[config.mk]
export PLATFORM = sky130hd
export DESIGN_NAME = add_stream_stage
export DESIGN_NICKNAME = d
export VERILOG_FILES = /design/src/rtl/add_pkg.sv /design/src/rtl/CSA_ADDER3.sv /design/src/rtl/add_stream_stage.sv
export SDC_FILE = /design/constraint.sdc
export NUM_CORES = 1
export LEC_CHECK = 0
export ABC_AREA = 1
export ABC_CLOCK_PERIOD_IN_PS = 8000
export CAP_MARGIN = 25
export CORE_MARGIN = 2
export CORE_UTILIZATION = 45
export CTS_BUF_LIST = sky130_fd_sc_hd__clkbuf_8
export CTS_CLUSTER_DIAMETER = 40
export CTS_CLUSTER_SIZE = 40
export DETAILED_ROUTE_END_ITERATION = 8
export GPL_TIMING_DRIVEN = 0
export HOLD_SLACK_MARGIN = 0.02
export PLACE_DENSITY = 0.73
export SETUP_SLACK_MARGIN = 0.4
export SLEW_MARGIN = 20
export SYNTH_ARGS = -nofsm -noshare
export SYNTH_HDL_FRONTEND = slang
export SYNTH_SLANG_ARGS = --single-unit
[constraint.sdc]
create_clock -name clk -period 8 [get_ports clk]
set_input_delay 1.2 -clock clk [delete_from_list [all_inputs] [get_ports clk]]
set_output_delay 1.2 -clock clk [all_outputs]
set_load 0.01 [all_outputs]
[src/rtl/add_pkg.sv]
// Shared widths and request/response bundles for the registered add stage.
package add_pkg;
    localparam int DATA_WIDTH = 32;
    localparam int BLOCK_SIZE = 16;
    localparam int CNT_WIDTH  = 16;

    typedef struct packed {
        logic [DATA_WIDTH-1:0] a;
        logic [DATA_WIDTH-1:0] b;
        logic                  cin;
    } add_req_t;

    typedef struct packed {
        logic [DATA_WIDTH-1:0] sum;
        logic                  cout;
        logic                  ovf;
    } add_rsp_t;
endpackage

[src/rtl/CSA_ADDER3.sv]
// Combinational carry-select adder: each block precomputes both carry-in
// cases and the incoming block carry picks one.
module CSA_ADDER3 #(
    parameter int DATA_WIDTH = 32,
    parameter int BLOCK_SIZE = 16
) (
    input  logic [DATA_WIDTH-1:0] a,
    input  logic [DATA_WIDTH-1:0] b,
    input  logic                  cin,
    output logic [DATA_WIDTH-1:0] sum,
    output logic                  cout
);
    localparam int NB = DATA_WIDTH / BLOCK_SIZE;

    logic [NB:0] carry;

    assign carry[0] = cin;
    assign cout     = carry[NB];

    for (genvar g = 0; g < NB; g++) begin : g_blk
        logic [BLOCK_SIZE:0] s0;
        logic [BLOCK_SIZE:0] s1;
        logic [BLOCK_SIZE-1:0] ba;
        logic [BLOCK_SIZE-1:0] bb;

        assign ba = a[g*BLOCK_SIZE +: BLOCK_SIZE];
        assign bb = b[g*BLOCK_SIZE +: BLOCK_SIZE];
        assign s0 = {1'b0, ba} + {1'b0, bb};
        assign s1 = {1'b0, ba} + {1'b0, bb} + (BLOCK_SIZE+1)'(1);

        assign sum[g*BLOCK_SIZE +: BLOCK_SIZE] =
            carry[g] ? s1[BLOCK_SIZE-1:0] : s0[BLOCK_SIZE-1:0];
        assign carry[g+1] = carry[g] ? s1[BLOCK_SIZE] : s0[BLOCK_SIZE];
    end
endmodule

[src/rtl/add_stream_stage.sv]
// Two-stage valid/ready wrapper around CSA_ADDER3.
// ADD_STREAM_OVF_EN adds a registered signed-overflow flag on out_ovf.
module add_stream_stage
    import add_pkg::*;
#(
    parameter int DATA_WIDTH = add_pkg::DATA_WIDTH,
    parameter int BLOCK_SIZE = add_pkg::BLOCK_SIZE
) (
    input  logic                  clk,
    input  logic                  rst_n,
    input  logic                  flush,
    input  logic                  in_valid,
    output logic                  in_ready,
    input  logic [DATA_WIDTH-1:0] in_a,
    input  logic [DATA_WIDTH-1:0] in_b,
    input  logic                  in_cin,
    output logic                  out_valid,
    input  logic                  out_ready,
    output logic [DATA_WIDTH-1:0] out_sum,
    output logic                  out_cout,
    output logic                  out_ovf,
    output logic [CNT_WIDTH-1:0]  txn_cnt
);
    localparam int MSB = DATA_WIDTH - 1;

    typedef struct packed {
        logic [DATA_WIDTH-1:0] a;
        logic [DATA_WIDTH-1:0] b;
        logic                  cin;
    } req_t;

    req_t                  s1;
    logic                  v1;
    logic                  v2;
    logic [DATA_WIDTH-1:0] sum_q;
    logic                  cout_q;
    logic [CNT_WIDTH-1:0]  cnt;
    logic [DATA_WIDTH-1:0] add_sum;
    logic                  add_cout;
    logic                  adv1;
    logic                  adv2;

    CSA_ADDER3 #(
        .DATA_WIDTH(DATA_WIDTH),
        .BLOCK_SIZE(BLOCK_SIZE)
    ) u_adder (
        .a   (s1.a),
        .b   (s1.b),
        .cin (s1.cin),
        .sum (add_sum),
        .cout(add_cout)
    );

    // No skid buffer: ready ripples back combinationally from out_ready.
    assign adv2     = !v2 || out_ready;
    assign adv1     = !v1 || adv2;
    assign in_ready = adv1;

    always_ff @(posedge clk or negedge rst_n) begin
        if (!rst_n) begin
            s1     <= '0;
            v1     <= 1'b0;
            v2     <= 1'b0;
            sum_q  <= '0;
            cout_q <= 1'b0;
            cnt    <= '0;
        end else if (flush) begin
            v1  <= 1'b0;
            v2  <= 1'b0;
            cnt <= '0;
        end else begin
            if (adv1) begin
                v1 <= in_valid;
                if (in_valid) begin
                    s1 <= '{a: in_a, b: in_b, cin: in_cin};
                end
            end
            if (adv2) begin
                v2 <= v1;
                if (v1) begin
                    sum_q  <= add_sum;
                    cout_q <= add_cout;
                end
            end
            if (v2 && out_ready) begin
                cnt <= cnt + 1'b1;
            end
        end
    end

`ifdef ADD_STREAM_OVF_EN
    logic ovf_q;

    always_ff @(posedge clk or negedge rst_n) begin
        if (!rst_n) begin
            ovf_q <= 1'b0;
        end else if (!flush && adv2 && v1) begin
            ovf_q <= (s1.a[MSB] == s1.b[MSB]) && (add_sum[MSB] != s1.a[MSB]);
        end
    end

    assign out_ovf = ovf_q;
`else
    assign out_ovf = 1'b0;
`endif

    assign out_valid = v2;
    assign out_sum   = sum_q;
    assign out_cout  = cout_q;
    assign txn_cnt   = cnt;
endmodule
# Word level (Yosys, flattened, before mapping)
# Index checks and enable logic that the tools add are counted.
# op_classes
n_addsub	5
muxes	10
bitwise	1
n_reduce_logical	10
# ops
operator	n
2-to-1 mux 16 bit	4
adder 16 x 16 -> 17 bit	2
adder 17 x 1 -> 17 bit (second input constant)	2
adder 16 x 1 -> 16 bit (second input constant)	1
2-to-1 mux 1 bit	6
AND reduction 3 bit	2
nonzero test 2 bit	3
logical NOT 1 bit	2
logical OR 1 bit	2
logical AND 1 bit	1
NOT 1 bit	1
# word_totals
ff_bits	116
in_bits	70

# Depth between registers and ports, before layout
# depth
ltp_word	5
mapped_depth	21
ltp_nobuf	20

# Modules after synthesis
# From an unflattened synthesis, not the netlist that was laid out.
# hier_totals
cells_unflattened	1202
hier_area_um2	8104.0
# by_module_without_submodules
mod	instances	cells_each	area_per_inst_um2	seq_area_each_um2
add_stream_stage	1	546	4855.9	2902.8
CSA_ADDER3	1	656	3248.1	0.0

# Worst setup path after synthesis
# OpenSTA, ideal clock, no wires.
# synth_path
kind	input to register
startpoint	in out_ready
endpoint	reg s1[1] (netlist name)
arrival_time_ns	2.588
t_required_ns	7.875
setup_slack_ns	5.287
cell_stages	6
n_path_buf	2
path_cell_list	nor2_1 > nand2_1 > nand3_1 > buf_1 > clkbuf_1 > mux2_2
# synth_via
elab_chain_cells	3
# synth_rtl
element	line	rtl
start: declaration	add_stream_stage.sv:18	input logic out_ready,
logical OR 1 bit	add_stream_stage.sv:55	assign adv2 = !v2 || out_ready;
logical OR 1 bit	add_stream_stage.sv:56	assign adv1 = !v1 || adv2;
via in_ready	add_stream_stage.sv:13	output logic in_ready,
AND reduction 3 bit (no source line)	-	
end signal: assignment	add_stream_stage.sv:75	s1 <= '{a: in_a, b: in_b, cin: in_cin};
end: declaration	add_stream_stage.sv:32	req_t s1;
# The timed path passes the listed nets, and every way through them passes these cells.
# A chain may end at the register's enable or synchronous reset.

# Worst setup path after layout
# layout_path
startpoint	in out_ready
endpoint	out in_ready
# layout_via
elab_chain_cells	2
# layout_rtl
element	line
logical OR 1 bit	add_stream_stage.sv:55
logical OR 1 bit	add_stream_stage.sv:56
end: declaration	add_stream_stage.sv:13
# No other way between the ends.

==> metrics.md <==
| Metric | Value |
|---|---|
| Final wirelength | `17520 um` |
| Final Slew Violations | `0` |
| Vias in the first global route | `6407` |
| CTS H-tree depth | `4` |
| Syn nets | `1111` |
| Share of cells above drive strength 1 | `11.75%` |
| Compound-Gate Fraction of Synth Area | `4.760%` |
| First-pass GRT wire length | `30280 um` |
| WP buf/inv | `2` |
| Main combinational cell family by area after synthesis | `simple AND/OR/NAND/NOR gates` |
| Port Buf Inserts | `120` |
| Post-CTS setup buffer count | `0` |
| 1st-iter DRT viols | `336` |
| Max cap viols | `0` |
| Remaining global-route overflow | `0` |
| Xor and xnor area share after synthesis | `1.845%` |
| Die Width | `133.9 um` |
| RePlAce Congestion | `0.8900` |
| Final setup fails | `0` |
| Delay-heaviest family, CP | `buffers and inverters` |
| Critical-path cell list | `clkdlybuf4s50_1, nor2_1, nand2_1, clkdlybuf4s50_1` |
| Initial Util | `45.98%` |
| HP Class | `flop to flop` |
| Post-detailed-route wirelength per cell | `12.72 um` |
| Root Driver | `clkbuf_8` |
| CTS buffer count | `17` |
| Simple-gate area share of the yosys netlist | `31.32%` |
| FF+latch count, synth | `116` |
| Post-Synth Adder-Cell Area | `6.291%` |
| Commonest non-fill, non-tap cells in the layout | `nand2_1, inv_1, clkdlybuf4s50_1, dfrtp_1, nand3_1` |
| Final min period | `3.612 ns` |
| Nets | `1251` |
| Area share of the largest cell type after synthesis | `38.21%` |
| Total clock sinks | `116` |
| Mapped Cells | `1004` |
| Area Overhead vs Synth | `25.96%` |
| CTS Buffer Depth | `2` |
| CTS tree | `done` |
| # DRC | `0` |
| Mapped cell area | `7597 um2` |
| Cell mode on critical path | `clkdlybuf4s50_1` |
| # hold bufs at CTS | `0` |
| Post-Route Utilization | `57.91%` |
| Critical path peak fanout | `3` |
| Crit share post-route | `45.15%` |
| Clk slew on worst S/H paths | `0.07 ns` |
| WP data arrival | `2.41 ns` |
| Register area share after synthesis | `38.21%` |
| Sum Neg Setup Slack | `0 ns` |
| Startpoint Class | `input port` |
| Slew headroom | `49.07%` |
| PwrDens | `275.0 nW/um2` |
| Mux cell area share after synthesis | `9.486%` |
| First-pass DRT Iterations | `5` |
| Rows | `47` |
| Post-synth top area cell | `dfrtp_1` |
| Worst vdd rail ir drop | `0.0001758 V` |
| Syn avg cell area | `7.567 um2` |
| Final hold slack | `0.4793 ns` |
| Io pins | `122` |
| Synth top area cells | `dfrtp_1, nand2_1, mux2_2` |
| Via count | `6758` |
| Routed vias/inst | `4.908` |
| Cts repair resizes | `0` |
| Most common cell after layout, fill and taps aside | `nand2_1` |
| Initial antenna violation count | `0` |
| Lkg Pwr | `0.004850 uW` |
| Die height | `133.9 um` |
| CP max stage delay | `0.55 ns` |
| Number of flops mapped to enable cells by yosys | `0` |
| Critical Path RT | `6.80 ns` |
| DPL Wire Length | `13620 um` |
| Post-synthesis async set-or-reset flop share | `100.0%` |
| Worst setup EP type | `output port` |
| Top FF cell, synth | `dfrtp_1` |
| Peak Freq | `0.2769 GHz` |
| Status | `finished clean` |
| Setup CP Type | `input port to output port` |
| Clk_lat worst skew | `0.45 ns` |
| Slew @ Worst Pin | `0.7640 ns` |
| All-layer global routing usage | `20.82%` |
| Core box area | `16520 um2` |
| Die Footprint | `17940 um2` |
| Cell variety after synth | `46` |
| Worst path slowest cell | `clkdlybuf4s50_1` |
| Final number of hold-violating endpoints | `0` |
| Unrepaired setup endpoints after global routing | `no` |
| Post-route ant nets | `0` |
| Synth warnings | `0` |
| Antenna diodes | `0` |
| Largest net degree at the start of global routing | `62` |
| Power Total | `2632 uW` |
| Skew final | `0.01174 ns` |
==> cells by family (layout without fill, tap and decap cells) <==
family,count (synthesis),count (layout)
other,1,1
buffers and inverters,157,310
XOR/XNOR,16,16
adder cells (fa/ha/maj),37,37
flip-flops,116,116
AND/OR/NAND/NOR,550,550
multiplexers,64,64
AO/OA/AOI/OAI,63,63
==> worst register-to-register path: cells and delay by family, from the launching register on <==
family                   cells  cell delay (ns)
buffers and inverters        1             0.15
AND/OR/NAND/NOR             13             1.35
flip-flops                   1             0.38
adder cells (fa/ha/maj)      3             0.97
==> sequential cells by signal (all words and copies together) (netlist names) <==
register,count
txn_cnt,16
out_valid,1
s1,65
out_cout,1
out_sum,32
v1,1
==> power breakdown <==
part / internal [uW] / total, uW / switching (uW)
Clock: 387 / 644 / 256
Sequential: 713 / 789 / 76.4
Combinational: 503 / 1200 / 696
==> layout make-up <==
type,instances,area [um2]
inverter,138,518.0
sequential,116,2903
multi-input combinational,731,4084
tap,220,275.3
timing repair buffer,121,1230
clock buffer,19,261.5
clock inverter,13,205.2
buffer,19,92.59
fill,1514,6955
==> metrics by stage <==
stage	area (um2)	std cells	setup slack, ns
3_3_place_gp	9074	1344	1.251
6_report	9569	1377	4.388
2_1_floorplan	7597	1004	5.287
5_1_grt	9569	1377	4.326
3_5_place_dp	9102	1345	4.171
4_1_cts	9569	1377	4.393
==> worst paths after layout <==
kind                                  start  cells after the start          end  slack [ns]
worst max-delay path              out_ready                      4     in_ready        4.39
worst min-delay path            out_sum[26]                      2  out_sum[26]        0.48
worst max register to register        s1[1]                     17  out_sum[24]        5.04
worst min register to register  out_sum[26]                      2  out_sum[26]        0.48
max in group asynchronous             rst_n                      2  out_sum[25]        6.65
min in group asynchronous             rst_n                      1       s1[37]        0.69
==> layer usage <==
layer | track usage, % | share of wire (%) | vias to the layer above
met1 | 29.54 | 49 | 3069
met5 | 0 | 0 | -
li1 | - | - | 3502
met2 | 31.54 | 44 | 173
met4 | 7.388 | 1.5 | 0
met3 | 4.384 | 5.7 | 14
==> synth_stat cells (3+ instances only) <==
library cell    n
xnor2_1         4
nand2_2         8
xor2_1         12
ha_1           35
dfrtp_1       116
o21ai_0        16
nor2_2          3
nor2_4          4
buf_1           5
mux2_2         64
nor3_1         17
nand3_2         5
inv_2           4
inv_1         132
a31oi_1         3
nand3_1        82
nor2_1         52
clkbuf_1        6
buf_2           5
a21oi_1        30
and2_1          5
nand4_1        14
nand2_1       350
Power figures use the tool's default switching activity.
